$ cat src/rtl/reg_file_dump.sv
// reg_file_dump: stalls the core, walks a register range through one
// register-file read port and streams each value out with its index.
module reg_file_dump #(
   parameter int unsigned FIRST_REG    = 0,
   parameter int unsigned LAST_REG     = 31,
   parameter int unsigned DRAIN_CYCLES = 2
) (
   input  logic        clock_i,
   input  logic        reset_i,
   input  logic        start_i,
   output logic        dbg_stall_o,
   output logic [4:0]  rf_addr_o,
   input  logic [31:0] rf_data_i,
   output logic        out_valid_o,
   input  logic        out_ready_i,
   output logic [31:0] out_data_o,
   output logic [4:0]  out_index_o,
   output logic        out_last_o,
   output logic        busy_o,
   output logic        done_o
);

   localparam logic [4:0] FIRST = 5'(FIRST_REG);
   localparam logic [4:0] LAST  = 5'(LAST_REG);
   localparam logic [3:0] DRAIN = 4'(DRAIN_CYCLES);

   typedef enum logic [2:0] {
      IDLE,
      DRAIN_S,
      READ,
      SEND,
      DONE
   } state_t;

   state_t      state_q, state_d;
   logic [4:0]  idx_q, idx_d;
   logic [3:0]  cnt_q, cnt_d;
   logic [31:0] data_q, data_d;
   logic [4:0]  index_q, index_d;
   logic        last_q, last_d;
   logic        valid_q, busy_q, stall_q, done_q;

   // Next-state and capture logic for the dump sequence
   always_comb begin
      state_d = state_q;
      idx_d   = idx_q;
      cnt_d   = cnt_q;
      data_d  = data_q;
      index_d = index_q;
      last_d  = last_q;
      unique case (state_q)
         IDLE: begin
            if (start_i) begin
               idx_d   = FIRST;
               cnt_d   = DRAIN;
               state_d = (DRAIN == 4'd0) ? READ : DRAIN_S;
            end
         end
         DRAIN_S: begin
            cnt_d = cnt_q - 4'd1;
            if (cnt_q <= 4'd1) begin
               state_d = READ;
            end
         end
         READ: begin
            data_d  = rf_data_i;
            index_d = idx_q;
            last_d  = (idx_q == LAST);
            state_d = SEND;
         end
         SEND: begin
            if (out_ready_i) begin
               if (idx_q == LAST) begin
                  state_d = DONE;
               end else begin
                  idx_d   = idx_q + 5'd1;
                  state_d = READ;
               end
            end
         end
         DONE: begin
            state_d = IDLE;
         end
         default: begin
            state_d = IDLE;
         end
      endcase
   end

   // State, captured beat and registered state decodes
   always_ff @(posedge clock_i) begin
      if (reset_i) begin
         state_q <= IDLE;
         idx_q   <= 5'd0;
         cnt_q   <= 4'd0;
         data_q  <= 32'd0;
         index_q <= 5'd0;
         last_q  <= 1'b0;
         valid_q <= 1'b0;
         busy_q  <= 1'b0;
         stall_q <= 1'b0;
         done_q  <= 1'b0;
      end else begin
         state_q <= state_d;
         idx_q   <= idx_d;
         cnt_q   <= cnt_d;
         data_q  <= data_d;
         index_q <= index_d;
         last_q  <= last_d;
         valid_q <= (state_d == SEND);
         busy_q  <= (state_d != IDLE);
         stall_q <= (state_d != IDLE);
         done_q  <= (state_d == DONE);
      end
   end

   assign rf_addr_o   = idx_q;
   assign dbg_stall_o = stall_q;
   assign out_valid_o = valid_q;
   assign out_data_o  = data_q;
   assign out_index_o = index_q;
   assign out_last_o  = last_q;
   assign busy_o      = busy_q;
   assign done_o      = done_q;

endmodule
$ cat config.mk
export PLATFORM = sky130hd
export DESIGN_NAME = reg_file_dump
export DESIGN_NICKNAME = d
export VERILOG_FILES = /design/src/rtl/reg_file_dump.sv
export SDC_FILE = /design/constraint.sdc
export NUM_CORES = 1
export LEC_CHECK = 0
export CAP_MARGIN = 30
export CORE_MARGIN = 2
export CORE_UTILIZATION = 27
export CTS_CLUSTER_DIAMETER = 40
export DETAILED_ROUTE_END_ITERATION = 16
export PLACE_DENSITY = 0.51
export SYNTH_ARGS = -nofsm -noshare
export SYNTH_HDL_FRONTEND = slang
export SYNTH_SLANG_ARGS = --single-unit
export TNS_END_PERCENT = 1
$ cat constraint.sdc
create_clock -name clock_i -period 2.6 [get_ports clock_i]
set_clock_uncertainty 0.15 [all_clocks]
set_input_delay 0.52 -clock clock_i [delete_from_list [all_inputs] [get_ports clock_i]]
set_output_delay 0.52 -clock clock_i [all_outputs]
set_load 0.01 [all_outputs]
==> results of run 1 <==
worst reg2reg max path: stages, from the launching register on:
cell	delay, ps
dfxtp_1	360
ha_1	230
and3_1	180
ha_1	220
nand4b_1	280
a211oi_1	370
mux2i_1	210
power groups by stage:
stage / Sequential, mW / Combinational [mW] / Clock, mW
after global routing: 0.969 / 0.567 / 0.561
final: 0.954 / 0.510 / 0.493
after CTS: 0.954 / 0.520 / 0.528
after global placement: 0.971 / 0.521 / 0
after detailed placement: 0.973 / 0.518 / 0
after floorplan: 0.973 / 0.280 / 0
metrics by stage:
stage                     utilization, %  worst slack (ps)
final                               40.5               521
after global routing                40.5               411
after CTS                           40.5               530
after detailed placement            39.2               412
after global placement              39.2               428
after floorplan                        -               697
flip-flops by register name, indices dropped and copies added (netlist names):
name / cells
dbg_stall_o: 1
rf_addr_o: 5
state_q: 3
cnt_q: 4
out_last_o: 1
done_o: 1
out_valid_o: 1
out_index_o: 5
out_data_o: 32
metal layers:
layer  vias to the layer above  share of wire [%]  GRT usage (%)
li1                        981                  -              -
met1                       853                 50           18.0
met2                        57                 43           21.5
met3                         4                5.9           4.11
met4                         0               0.56           2.61
met5                         -                  0              0
cells in the mapped netlist, drive strengths merged:
cell type	number	area, sq um
nand2	82	308
or2	1	6.26
dfxtp	53	1060
o21bai	1	7.51
nor2	2	7.51
nor3	5	25.0
inv	3	11.3
clkbuf	7	26.3
or4	1	7.51
a211oi	2	15.0
nand3	5	25.0
o21ai	1	5.00
buf	10	53.8
a32oi	1	8.76
a21o	2	15.0
nand2b	2	12.5
or3	4	25.0
or4b	1	10.0
xnor2	1	8.76
o211ai	1	7.51
and4bb	2	25.0
or3b	3	28.8
mux2i	4	40.0
a21oi	43	219
nor2b	1	6.26
and3	3	18.8
nor3b	2	25.0
ha	4	50.1
nand4b	1	8.76
nor4b	1	15.0
path summary, 6_finish.rpt:
kind	slack (ps)	to	from
min	310	out_data_o[10]$_SDFFE_PP0P_	out_data_o[10]$_SDFFE_PP0P_
min reg2reg	310	out_data_o[10]$_SDFFE_PP0P_	out_data_o[10]$_SDFFE_PP0P_
max	520	rf_addr_o[3]$_SDFFE_PP0P_	rf_addr_o[0]$_SDFFE_PP0P_
max reg2reg	520	rf_addr_o[3]$_SDFFE_PP0P_	rf_addr_o[0]$_SDFFE_PP0P_
layout make-up:
class | count | area (sq um) | area share, %
Clock buffer | 6 | 82.6 | 2.68
Inverter | 3 | 11.3 | 0.366
Clock inverter | 2 | 13.8 | 0.447
Multi-Input combinational cell | 176 | 937 | 30.4
Timing Repair Buffer | 86 | 846 | 27.5
Sequential cell | 53 | 1060 | 34.5
Tap cell | 102 | 128 | 4.14
kinds of logic after synthesis:
logic type,count (synthesis),synth area share [%]
simple gates,116,26.6
flops,53,50.9
compound gates,51,13.3
buf+inv,20,4.38
mux,4,1.92
fa+ha+maj,4,2.40
xor+xnor,1,0.420
==> impl_metrics.yaml, run 1 <==
cells_and_area:
  layout_commonest_cell: "nand2_1"
  layout-drive-gt1-share_pct: 5.83
  postLayoutCellArea_sq_mm: 0.00308
  fillCellCount: 796
  final_cell_mix: "nand2_1 (82), clkdlybuf4s50_1 (81), dfxtp_1 (53)"
  diodes: 0
  area_growth_pct: 47.8
  layout.nets: 365
  layout.cells.non_filler: 428
placement:
  place_congestion: 0.699
  placed_cell_area_sq_mm: 0.00298
  dpl.hpwl_um: 3830
  io_buffers: 82
  dp.cells: 420
timing:
  fmax_ghz: 0.481
  relSlewSlack_pct: 61.5
  final-setup-viol-count: 0
  rsz0062_at_grt: "no"
  setup_tns_ps: 0
  drv_slew: 0
  fin_crit_ps: 2080
  fin_crit_sh_pct: 80.0
  final_hold_viol_count: 0
  tightest_slew_ps: 577
  whs_ps: 308
pwr:
  p_total_mw: 1.96
  pwr-share-seq_pct: 48.7
  p_int_mw: 1.37
  pwr-share-clk_pct: 25.2
  net-switching-power_mw: 0.588
  swShare_pct: 30.0
  power.density_mw_per_mm2: 635
  peakVddDrop_v: 0.000333
  combPwrFrac_pct: 26.0
  p_leak_nw: 1.07
clock_network:
  clk_pin_slew_ps: 100
  post_cts_buffers: 0
  clk_latency_ps: 300
  cts_buffers: 5
  ctsResizeCount: 0
  cts_tree: "built"
  htree_levels: 2
  numClockSinks: 53
  cts-root-buf: "clkbuf_8"
  cts_max_path_buffers: 2
  hold_buffers: 0
routing:
  dr_total_vias: 1895
  routed_via_density: 4.43
  drt-initial-drc-count: 64
  drtAntennaViolNets: 0
  wl_per_cell_um: 12.9
  wl_um: 5520
  drt_first_pass_iters: 4
  drc: 0
critical_path:
  cp.depth: 6
  path_buf_inv: 0
  worstSetupPathType: "reg -> reg"
  reg2regPathDepth: 6
  startpoint_type: "flip-flop"
  cpMostUsedCell: "ha_1"
  worstPathArrival_ps: 2170
  crit_fanout: 6
  crit_family: "simple AND/OR/NAND/NOR gates"
  cpPeakStageDelay_ps: 370
  required_ps: 2690
  path_cells: "ha_1 > and3_1 > ha_1 > nand4b_1 > a211oi_1 > mux2i_1"
  cp_slowest_cell: "a211oi_1"
  cp-end-kind: "flip-flop"
floorplanning:
  start_util_pct: 27.4
  rows: 32
  die_area_sq_mm: 0.00843
  core_area_sq_mm: 0.00761
  die_height_um: 91.8
  ios: 83
  die_x_um: 91.8
synthesis:
  syn_nets: 289
  yosysWarnings: 0
  synthCells: 249
  synth_seq_area_share_pct: 50.9
  syn_avg_cell_area_sq_um: 8.37
  synth_cell_type_count: 34
  ys_seq_elements: 53
  syn_area_sq_mm: 0.00208
min_path:
  min_path_type: "reg -> reg"
  holdPathStages: 2
grt:
  grt_overflow_total: 0
  antenna_found_initial: 0
  grt_pass1_wl_um: 9110
  track_usage_pct: 13.4
  grt_pass1_vias: 1899
  grt_start_max_net_pins: 39
status:
  status: "completed"
flow_run:
  max_cap_viol_count: 0
No activity file was read; power rests on OpenSTA's default activity.
==> inputs of run 2 (changes only) <==
--- a/config.mk
+++ b/config.mk
@@ -10,7 +10,7 @@
 export CORE_UTILIZATION = 27
 export CTS_CLUSTER_DIAMETER = 40
 export DETAILED_ROUTE_END_ITERATION = 16
-export PLACE_DENSITY = 0.51
+export PLACE_DENSITY = 0.53
 export SYNTH_ARGS = -nofsm -noshare
 export SYNTH_HDL_FRONTEND = slang
 export SYNTH_SLANG_ARGS = --single-unit
==> constraint.sdc (replaced) <==
create_clock -name clock_i -period 1.9 [get_ports clock_i]
set_clock_uncertainty 0.15 [all_clocks]
set_input_delay 0.38 -clock clock_i [delete_from_list [all_inputs] [get_ports clock_i]]
set_output_delay 0.38 -clock clock_i [all_outputs]
set_load 0.01 [all_outputs]
==> impl_metrics.yaml, run 2 (synthesized netlist as in run 1, its figures left out) <==
routing:
  drtAntennaViolNets: 0
  drt-initial-drc-count: 44
  routed_via_density: 4.44
  wl_um: 5380
  wl_per_cell_um: 12.2
  dr_total_vias: 1956
  drt_first_pass_iters: 4
  drc: 0
clock_network:
  numClockSinks: 53
  htree_levels: 2
  cts_max_path_buffers: 2
  cts_buffers: 5
  clk_pin_slew_ps: 100
  clk_latency_ps: 310
  cts-root-buf: "clkbuf_8"
  cts_tree: "built"
min_path:
  hold-path-endpoint: "rf_addr_o[0]$_SDFFE_PP0P_"
  hold_start: "reset_i"
  holdPathStages: 3
  min_path_type: "in -> reg"
status:
  status: "completed"
placement:
  io_buffers: 82
  place_ws_ps: -94.4
  place_congestion: 0.764
  dpl.hpwl_um: 3800
critical_path:
  crit_fanout: 2
  reg2regPathDepth: 6
  startpoint_type: "flip-flop"
  regToRegSetupSlack_ps: 60
  reg2reg_from: "rf_addr_o[0]$_SDFFE_PP0P_"
  required_ps: 2000
  cp-end-kind: "flip-flop"
  worstSetupPathType: "reg -> reg"
  worstPathArrival_ps: 1940
  r2r_end: "rf_addr_o[0]$_SDFFE_PP0P_"
cells_and_area:
  layout_commonest_cell: "nand2_1"
  layout.nets: 378
  largest_reg_flops: 32
  fillCellCount: 781
  layout-drive-gt1-share_pct: 11.5
  diodes: 0
  area_growth_pct: 56.0
  final_cell_mix: "nand2_1 (82), clkdlybuf4s50_1 (77), dfxtp_1 (50)"
  utilization_pct: 42.7
timing:
  final-setup-viol-count: 0
  tightest_slew_ps: 418
  drv_slew: 0
  rsz0062_at_grt: "yes"
  setup_tns_ps: 0
  final_hold_viol_count: 0
  relSlewSlack_pct: 72.2
  fmax_ghz: 0.542
  worst_slack_ps: 56.6
  fin_crit_sh_pct: 97.0
  fin_crit_ps: 1840
floorplanning:
  ios: 83
  die_x_um: 91.8
  die_area_sq_mm: 0.00843
  die_height_um: 91.8
  core_area_sq_mm: 0.00761
  rows: 32
  start_util_pct: 27.4
grt:
  grt_start_max_net_pins: 39
  grt_pass1_vias: 1852
  grt_pass1_wl_um: 8970
  grt_overflow_total: 0
  antenna_found_initial: 0
  track_usage_pct: 13.1
flow_run:
  max_cap_viol_count: 0
pwr:
  p_leak_nw: 1.21
  power.density_mw_per_mm2: 868
  peakVddDrop_v: 0.000363
[run 2: changes by cell type in the layout (fill, tap and decap cells not counted), moves of 2 or more]
cell	before	now
buf_4	4	17
clkdlybuf4s50_1	81	77
dlymetal6s2s_1	0	4
dfxtp_1	53	50
dfxtp_2	0	3
ha_1	4	2
ha_4	0	2
[run 2: layer usage]
| metal | GRT usage (%) | part of all wire, % | wire, um | vias to the layer above |
|---|---|---|---|---|
| met2 | 20.4 | 47 | 2500 | 49 |
| met4 | 4.10 | 1.1 | 57 | 0 |
| met1 | 18.1 | 48 | 2580 | 895 |
| li1 | - | - | - | 1005 |
| met3 | 2.79 | 4.4 | 237 | 7 |
| met5 | 0 | 0 | 0 | - |
[run 2: worst max-delay path: stages (launching register included)]
cell,delay [ps]
dfxtp_2,350
ha_4,160
and3_4,180
ha_4,150
nand4b_1,180
or4_1,540
o21ai_1,80
[run 2: cell type report]
class | instances | area [sq um] | area share, %
sequential | 53 | 1060 | 32.8
inverter | 3 | 11.3 | 0.347
multi-input combinational | 176 | 972 | 29.9
clock buffer | 6 | 82.6 | 2.54
tap | 102 | 128 | 3.93
clock inverter | 2 | 37.5 | 1.16
timing repair buffer | 99 | 953 | 29.3
[run 2: through the flow]
stage | hold WS, ps | area (sq um) | power (mW) | instances
final | 280 | 3250 | 2.82 | 441
after global routing | 323 | 3250 | 3.00 | 441
after CTS | 279 | 3200 | 2.87 | 440
after detailed placement | 297 | 3070 | 2.06 | 432
after global placement | 292 | 3070 | 2.05 | 432
after floorplan | 319 | 2080 | 1.71 | 249
[run 2: power breakdown]
group	internal (mW)	leakage (nW)	switching [mW]
Clock	0.429	0.0574	0.370
Sequential	1.22	0.431	0.0730
Combinational	0.381	0.724	0.354
[run 2: how the worst max path moves through the flow]
stage | from | to | slack, ps | cells past startpoint
floorplan | rf_addr_o[0]$_SDFFE_PP0P_ | rf_addr_o[3]$_SDFFE_PP0P_ | -3 | 6
global placement | start_i | rf_addr_o[3]$_SDFFE_PP0P_ | -90 | 4
detailed placement | start_i | rf_addr_o[3]$_SDFFE_PP0P_ | -90 | 4
CTS | rf_addr_o[0]$_SDFFE_PP0P_ | rf_addr_o[0]$_SDFFE_PP0P_ | -10 | 6
global route | rf_addr_o[0]$_SDFFE_PP0P_ | rf_addr_o[0]$_SDFFE_PP0P_ | -40 | 6
finish | rf_addr_o[0]$_SDFFE_PP0P_ | rf_addr_o[0]$_SDFFE_PP0P_ | 60 | 6
[run 2: repair_timing]
action / CTS / global route
pin swaps: 0 / 1
setup buffers: 0 / 1
setup endpoints to repair: 2 / 7
endpoints found under the hold margin: 0 / 0
resized for setup: 2 / 11
gates cloned: 0 / 0
hold buffers: 0 / 0
